File: config.mk
export PLATFORM = sky130hd
export DESIGN_NAME = avalon_st_pixel_source
export DESIGN_NICKNAME = d
export VERILOG_FILES = /design/src/rtl/avalon_st_pixel_source.sv
export SDC_FILE = /design/constraint.sdc
export NUM_CORES = 1
export LEC_CHECK = 0
export BUFFER_PORTS_ARGS = -buffer_cell sky130_fd_sc_hd__clkbuf_2
export CAP_MARGIN = 25
export CORE_UTILIZATION = 41
export CTS_BUF_LIST = sky130_fd_sc_hd__clkbuf_8
export DETAILED_ROUTE_END_ITERATION = 7
export GPL_ROUTABILITY_DRIVEN = 1
export MAX_ROUTING_LAYER = met4
export PLACE_DENSITY = 0.66
export SYNTH_ARGS = -nofsm -noshare
export SYNTH_HDL_FRONTEND = slang
export SYNTH_SLANG_ARGS = --single-unit
File: constraint.sdc
create_clock -name clk -period 5.35 [get_ports clk]
set_input_delay 1.07 -clock clk [delete_from_list [all_inputs] [get_ports clk]]
set_output_delay 1.07 -clock clk [all_outputs]
set_load 0.02 [all_outputs]
File: src/rtl/avalon_st_pixel_source.sv
// avalon_st_pixel_source
//   Transmit side of the filter datapath. Filtered pixels arrive on a
//   valid/w strobe that cannot be stalled. They are buffered in a small FIFO
//   and leave as an Avalon-ST source with ready/valid backpressure. Every
//   outgoing beat is tagged with frame-level start/end-of-packet markers.
//
// Ports
//   clk             in   rising-edge clock for all logic
//   reset           in   asynchronous active-high reset, clears all state
//   valid           in   input pixel strobe
//   w               in   input pixel, sampled when valid=1
//   clear_overflow  in   synchronous clear of the sticky overflow flag
//   almost_full     out  FIFO occupancy >= ALMOST_FULL_LEVEL
//   overflow        out  sticky: an input pixel was dropped on a full FIFO
//   src_data        out  head-of-FIFO pixel (show-ahead)
//   src_valid       out  src_data is valid (FIFO not empty)
//   src_ready       in   sink accepts the current beat
//   src_sop         out  current beat is pixel (0,0) of a frame
//   src_eop         out  current beat is the last pixel of a frame
//   frame_done      out  one-cycle pulse after the eop beat is accepted
module avalon_st_pixel_source #(
  parameter int FP_WORD_LENGTH    = 32,
  parameter int ADDR_WIDTH        = 4,
  parameter int ALMOST_FULL_LEVEL = 12,
  parameter int FRAME_WIDTH       = 640,
  parameter int FRAME_HEIGHT      = 480
) (
  input  logic                      clk,
  input  logic                      reset,
  input  logic                      valid,
  input  logic [FP_WORD_LENGTH-1:0] w,
  input  logic                      clear_overflow,
  output logic                      almost_full,
  output logic                      overflow,
  output logic [FP_WORD_LENGTH-1:0] src_data,
  output logic                      src_valid,
  input  logic                      src_ready,
  output logic                      src_sop,
  output logic                      src_eop,
  output logic                      frame_done
);

  localparam int DEPTH = 1 << ADDR_WIDTH;
  localparam int COL_W = (FRAME_WIDTH  > 1) ? $clog2(FRAME_WIDTH)  : 1;
  localparam int ROW_W = (FRAME_HEIGHT > 1) ? $clog2(FRAME_HEIGHT) : 1;

  localparam logic [ADDR_WIDTH:0] FULL_CNT = (ADDR_WIDTH+1)'(DEPTH);
  localparam logic [ADDR_WIDTH:0] AF_CNT   = (ADDR_WIDTH+1)'(ALMOST_FULL_LEVEL);
  localparam logic [COL_W-1:0]    COL_LAST = COL_W'(FRAME_WIDTH - 1);
  localparam logic [ROW_W-1:0]    ROW_LAST = ROW_W'(FRAME_HEIGHT - 1);

  logic [FP_WORD_LENGTH-1:0] r_mem [DEPTH];
  logic [ADDR_WIDTH-1:0]     r_wr_ptr;
  logic [ADDR_WIDTH-1:0]     r_rd_ptr;
  logic [ADDR_WIDTH:0]       r_count;
  logic [COL_W-1:0]          r_col;
  logic [ROW_W-1:0]          r_row;
  logic                      r_overflow;
  logic                      r_frame_done;

  logic w_full;
  logic w_wr;
  logic w_drop;
  logic w_beat;
  logic w_col_last;
  logic w_row_last;

  // A full FIFO refuses the write even if a beat frees a slot on the same
  // edge; this keeps the full/drop decision independent of src_ready.
  assign w_full     = (r_count == FULL_CNT);
  assign w_wr       = valid & ~w_full;
  assign w_drop     = valid &  w_full;
  assign w_beat     = src_valid & src_ready;
  assign w_col_last = (r_col == COL_LAST);
  assign w_row_last = (r_row == ROW_LAST);

  // Show-ahead outputs: the head entry is always visible, so data and
  // markers stay stable for as long as the sink stalls.
  assign src_valid   = (r_count != '0);
  assign src_data    = r_mem[r_rd_ptr];
  assign src_sop     = src_valid & (r_col == '0) & (r_row == '0);
  assign src_eop     = src_valid & w_col_last & w_row_last;
  assign almost_full = (r_count >= AF_CNT);
  assign overflow    = r_overflow;
  assign frame_done  = r_frame_done;

  // Pixel storage carries no reset; validity is tracked by r_count alone.
  always_ff @(posedge clk) begin
    if (w_wr) begin
      r_mem[r_wr_ptr] <= w;
    end
  end

  // FIFO pointers and occupancy
  always_ff @(posedge clk or posedge reset) begin
    if (reset) begin
      r_wr_ptr <= '0;
      r_rd_ptr <= '0;
      r_count  <= '0;
    end else begin
      if (w_wr)   r_wr_ptr <= r_wr_ptr + 1'b1;
      if (w_beat) r_rd_ptr <= r_rd_ptr + 1'b1;
      case ({w_wr, w_beat})
        2'b10:   r_count <= r_count + 1'b1;
        2'b01:   r_count <= r_count - 1'b1;
        default: r_count <= r_count;
      endcase
    end
  end

  // Frame position: advances on accepted beats only, so dropped input
  // pixels shift the outgoing frame rather than leaving holes.
  always_ff @(posedge clk or posedge reset) begin
    if (reset) begin
      r_col        <= '0;
      r_row        <= '0;
      r_frame_done <= 1'b0;
    end else begin
      r_frame_done <= w_beat & src_eop;
      if (w_beat) begin
        if (w_col_last) begin
          r_col <= '0;
          r_row <= w_row_last ? '0 : r_row + 1'b1;
        end else begin
          r_col <= r_col + 1'b1;
        end
      end
    end
  end

  // Sticky overflow; a drop on the same edge as a clear keeps it set.
  always_ff @(posedge clk or posedge reset) begin
    if (reset) begin
      r_overflow <= 1'b0;
    end else if (w_drop) begin
      r_overflow <= 1'b1;
    end else if (clear_overflow) begin
      r_overflow <= 1'b0;
    end
  end

endmodule

; ---- After elaboration in Yosys (flattened, before gate mapping)
; Memories as Yosys holds them, arrays and structs flattened.
; Index checks and enable logic that the tools add are counted.
[totals]
regBits = 34
latchBits = 0
mem_bits_rw = 512
mem_bits_ro = 0
output_inout_bits = 38
wordCells = 42
mem_count = 1
[classes]
addsub = 6
multipliers = 0
n_div = 0
n_lt_le_gt_ge = 1
eq_ne = 5
shifts = 0
n_mux = 7
bitwise = 9
n_reduce_logical = 6
[memory_table]
columns = memory, depth, word_bits, rd, rd_ports_with_merged_regs, wr, line
row1 = r_mem, 16, 32, 1, 0, 1, 52  ; logic [FP_WORD_LENGTH-1:0] r_mem [DEPTH];
[ops]
columns = operator, n
row1 = adder 10 x 1 -> 10 bit (second input constant), 1
row2 = equality test 10 bit (second input constant), 1
row3 = zero test 10 bit, 1
row4 = 2-to-1 mux 10 bit, 1
row5 = one-hot mux 5 bit (2 select lines), 1
row6 = adder 9 x 1 -> 9 bit (second input constant), 1
row7 = equality test 9 bit (second input constant), 1
row8 = zero test 9 bit, 1
row9 = 2-to-1 mux 9 bit, 1
row10 = adder 4 x 1 -> 4 bit (second input constant), 2
row11 = AND 1 bit, 8
row12 = adder 5 x 1 -> 5 bit (second input constant), 1
row13 = equality test 5 bit (second input constant), 1
row14 = greater-or-equal comparator 5 x 4 -> 1 bit (second input constant), 1
row15 = nonzero test 5 bit, 1
row16 = subtractor 5 x 1 -> 5 bit (second input constant), 1
row17 = 2-to-1 mux 1 bit, 4
row18 = nonzero test 2 bit, 2
row19 = equality test 2 x 1 -> 1 bit (second input constant), 1
row20 = equality test 2 bit (second input constant), 1
row21 = AND reduction 2 bit, 1
row22 = inverter 1 bit, 1

; ---- Logic depth before layout (Yosys ltp)
[logic_depth]
word_depth = 5
mapped_depth = 14
mapped_depth_nobuf = 10

; ---- Worst setup path before layout
; Ideal clock, no wire load.
[synth_path]
kind = input-to-reg
from = input valid
to = memory r_mem[3][0] (enable)
t_arrival_ps = 3946
t_required_ps = 4889
setup_slack_ps = 943
stages = 3
cell_sequence = a21boi_1 -> nand2_1 -> nor3_1
[synth_between]
elab_chain_len = 3
[synth_rtl]
columns = item, line
row1 = "start, declared", 30  ; input logic valid,
row2 = AND 1 bit, 71  ; assign w_wr = valid & ~w_full;
row3 = 2-to-1 mux 1 bit, 89  ; if (w_wr) begin
row4 = 2-to-1 mux 1 bit (not written as such), 90  ; r_mem[r_wr_ptr] <= w;
row5 = "end, declared", 52
; No other way between the ends.

; ---- Worst setup path after layout
[layout_path]
from = register r_rd_ptr[0]
to = output src_data[10]
[layout_between]
elab_chain_len = 1
[layout_rtl]
columns = item, line
row1 = "start, declared", 54  ; logic [ADDR_WIDTH-1:0] r_rd_ptr;
row2 = "start signal, assigned", 102  ; if (w_beat) r_rd_ptr <= r_rd_ptr + 1'b1;
row3 = memory (16 x 32 bit), --
row4 = "end, declared", 35  ; output logic [FP_WORD_LENGTH-1:0] src_data,
; No other way between the ends.

==> summary.md <==
| Metric | Value |
|---|---|
| Critical path fanouts, max | `35` |
| RSZ-0062 raised after global routing | `no` |
| Met3 WL | `2840 um` |
| Share of cells above drive strength 1 | `34.8%` |
| Core area | `51,300 um^2` |
| Largest net degree at the start of global routing | `52` |
| Worst slew pin tran | `892 ps` |
| Htree depth | `3` |
| Top cell type by total area after synthesis | `edfxtp_1` |
| DP HPWL | `23,400 um` |
| Outcome | `finished clean` |
| Setup-failing EPs final | `0` |
| Critical path capture point type | `primary output` |
| Met2 WL | `21,300 um` |
| Synth unique cells | `53` |
| # nets final | `1,134` |
| Skew final | `27.1 ps` |
| Initial antenna violation count | `2` |
| Worst reg2reg startpoint | `r_count[1]$_DFFE_PP0P_` |
| Setup CP Type | `reg2out` |
| Syn_area_per_cell | `22.8 um^2` |
| Setup crit start kind | `flip-flop` |
| Power per cell area | `506 nW/um^2` |
| DIE HEIGHT | `230 um` |
| Primary FF master, synth | `edfxtp_1` |
| Area of placed instances | `22,600 um^2` |
| Share of the synthesized area in the top cell type | `72.2%` |
| Asr flop ratio synth | `6.23%` |
| Post-route design area | `24,200 um^2` |
| Tcrit/Tclk final | `81.8%` |
| CTS Hold Bufs | `0` |
| Max-Cap Viols | `0` |
| CTS tree | `done` |
| First-pass GRT wire length | `64,600 um` |
| Worst setup startpoint | `r_rd_ptr[0]$_DFFE_PP0P_` |
| DR top layer | `met4` |
| EDFF count, synth | `512` |
| Post-CTS Setup Repair Bufs | `0` |
| Overall power | `12.2 mW` |
| CTS root buf | `clkbuf_8` |
| Req. time, crit path | `4280 ps` |
| Number of synthesis warnings | `0` |
| Post-synthesis instance total | `935` |
| VDD IR max | `0.210 mV` |
| Clock sinks | `546` |
| Final TNS setup | `0 ps` |
| Tightest Hold Check Type | `in2async` |
| Place WS | `1350 ps` |
| Count of state elements after synthesis | `546` |
| Post-synth net total | `985` |
| Slack of the critical path | `973 ps` |
| Routed wire length | `43,200 um` |
| Avg Vias per Cell | `5.44` |
| Fillers | `4,259` |
| Cell with the most instances after synthesis | `edfxtp_1` |
| Vias in the first global route | `10,300` |
| R2r setup slk | `1330 ps` |
| Clk pin slew, worst setup/hold paths | `60 ps` |
| Commonest cells post-synth | `edfxtp_1, mux4_2, dfrtp_1` |
| Total track usage | `17.2%` |
| Global placement routability congestion | `0.744` |
| Worst EP arrival | `3310 ps` |
| GRT overflow | `0` |
| Rel. slew slack | `40.5%` |
| Routed Antenna Nets | `0` |
| Fin util | `47.1%` |
| Static Leakage | `7.91 nW` |
| Min cycle time layout | `4380 ps` |
| Max clock buf depth | `3` |
| Final hold vios | `0` |
| Starting DRT DRC Count | `888` |
| CTS Buf Count | `89` |
| Layout area overhead | `13.4%` |
| Post-synthesis sequential area ratio | `76.2%` |
| Synth Cell Area | `21,300 um^2` |
| Via count | `9,960` |
| Max-slew violation count | `0` |
| M1 WL | `18,400 um` |
| Horiz. Die Dim | `230 um` |
| Row count | `83` |
| Full die area | `52,900 um^2` |
| Port Buffer Count | `74` |
| Peak Freq | `228 MHz` |
| First drt pass iteration count | `5` |
| IO Count | `75` |
| Starting density of the core | `41.5%` |
| # resized after CTS | `0` |
| Remaining DRCs | `0` |
| Routed WL per cell | `23.6 um` |
| Synth top area cells | `edfxtp_1, mux4_2, dfrtp_1` |
| Clock Latency Late Sink | `660 ps` |
[through the flow]
| step | cells | hold WS, ps |
|---|---|---|
| after floorplan | 935 | 461 |
| after global placement | 1673 | 495 |
| after detailed placement | 1673 | 490 |
| after CTS | 1829 | 454 |
| after global routing | 1831 | 502 |
| final | 1831 | 481 |
[final timing paths]
| path | cells past startpoint | to |
|---|---|---|
| setup / recovery | 4 | src_data[10] |
| hold / removal | 3 | r_count[1]$_DFFE_PP0P_ |
| setup reg to reg | 10 | r_count[4]$_DFFE_PP0P_ |
| hold reg to reg | 1 | r_col[8]$_DFFE_PP0P_ |
| max in group asynchronous | 3 | r_rd_ptr[1]$_DFFE_PP0P_ |
| min in group clk | 1 | r_col[8]$_DFFE_PP0P_ |
[metal layers]
metal  up-vias  GRT usage, %
met5         -             -
met4         0          5.19
met3        58          3.81
met2       328          26.6
met1      5318          22.8
li1       4256             -
[sequential cells by signal (all words and copies together), names as in the netlist]
name	count
frame_done	1
r_row	9
r_wr_ptr	4
r_mem	512
overflow	1
r_rd_ptr	4
r_col	10
r_count	5
[cell type report]
| cell class | instances | area [um^2] | area share, % |
|---|---|---|---|
| antenna | 2 | 5.00 | 0.0207 |
| timing repair buffer | 106 | 636 | 2.63 |
| clock buffer | 90 | 1240 | 5.13 |
| sequential | 546 | 16200 | 67.2 |
| clock inverter | 66 | 307 | 1.27 |
| inverter | 15 | 56.3 | 0.233 |
| tap | 680 | 851 | 3.52 |
| multi-input combinational | 326 | 4830 | 20.0 |
[worst max-delay path: stages (launching register included)]
cell	delay, ps
dfrtp_4	900
buf_4	480
mux4_2	570
mux4_2	490
clkbuf_2	180
[cell families (layout without fill, tap and decap cells)]
kind of cell    Yosys count  count (layout)  synth area share, %
xor+xnor                 18              18                0.740
mux                     163             163                 17.1
flops                   546             546                 76.2
compound gates           34              34                 1.06
buf+inv                  63             277                 1.64
fa+ha+maj                13              13                0.764
simple gates             98              98                 2.53
other cells               0               2                    0
[cells in the final DEF, fill, tap and decap left out, drive strengths merged, types with 3 or more instances in the layout]
cell / count
edfxtp: 512
nand3: 8
nor4: 7
nand2: 22
nand2b: 5
o21ai: 13
nor3: 7
or4: 4
dfrtp: 34
a21oi: 3
and3: 3
mux4: 160
clkbuf: 164
xor2: 5
buf: 32
xnor2: 13
nand4: 7
ha: 13
o31ai: 6
inv: 56
clkinvlp: 3
nor2: 20
clkinv: 22
[where the power goes]
part	switching (mW)	internal [mW]
Combinational	1.80	1.69
Clock	1.59	1.57
Sequential	0.425	5.15
Total	3.81	8.42
Power figures use the tool's default switching activity.
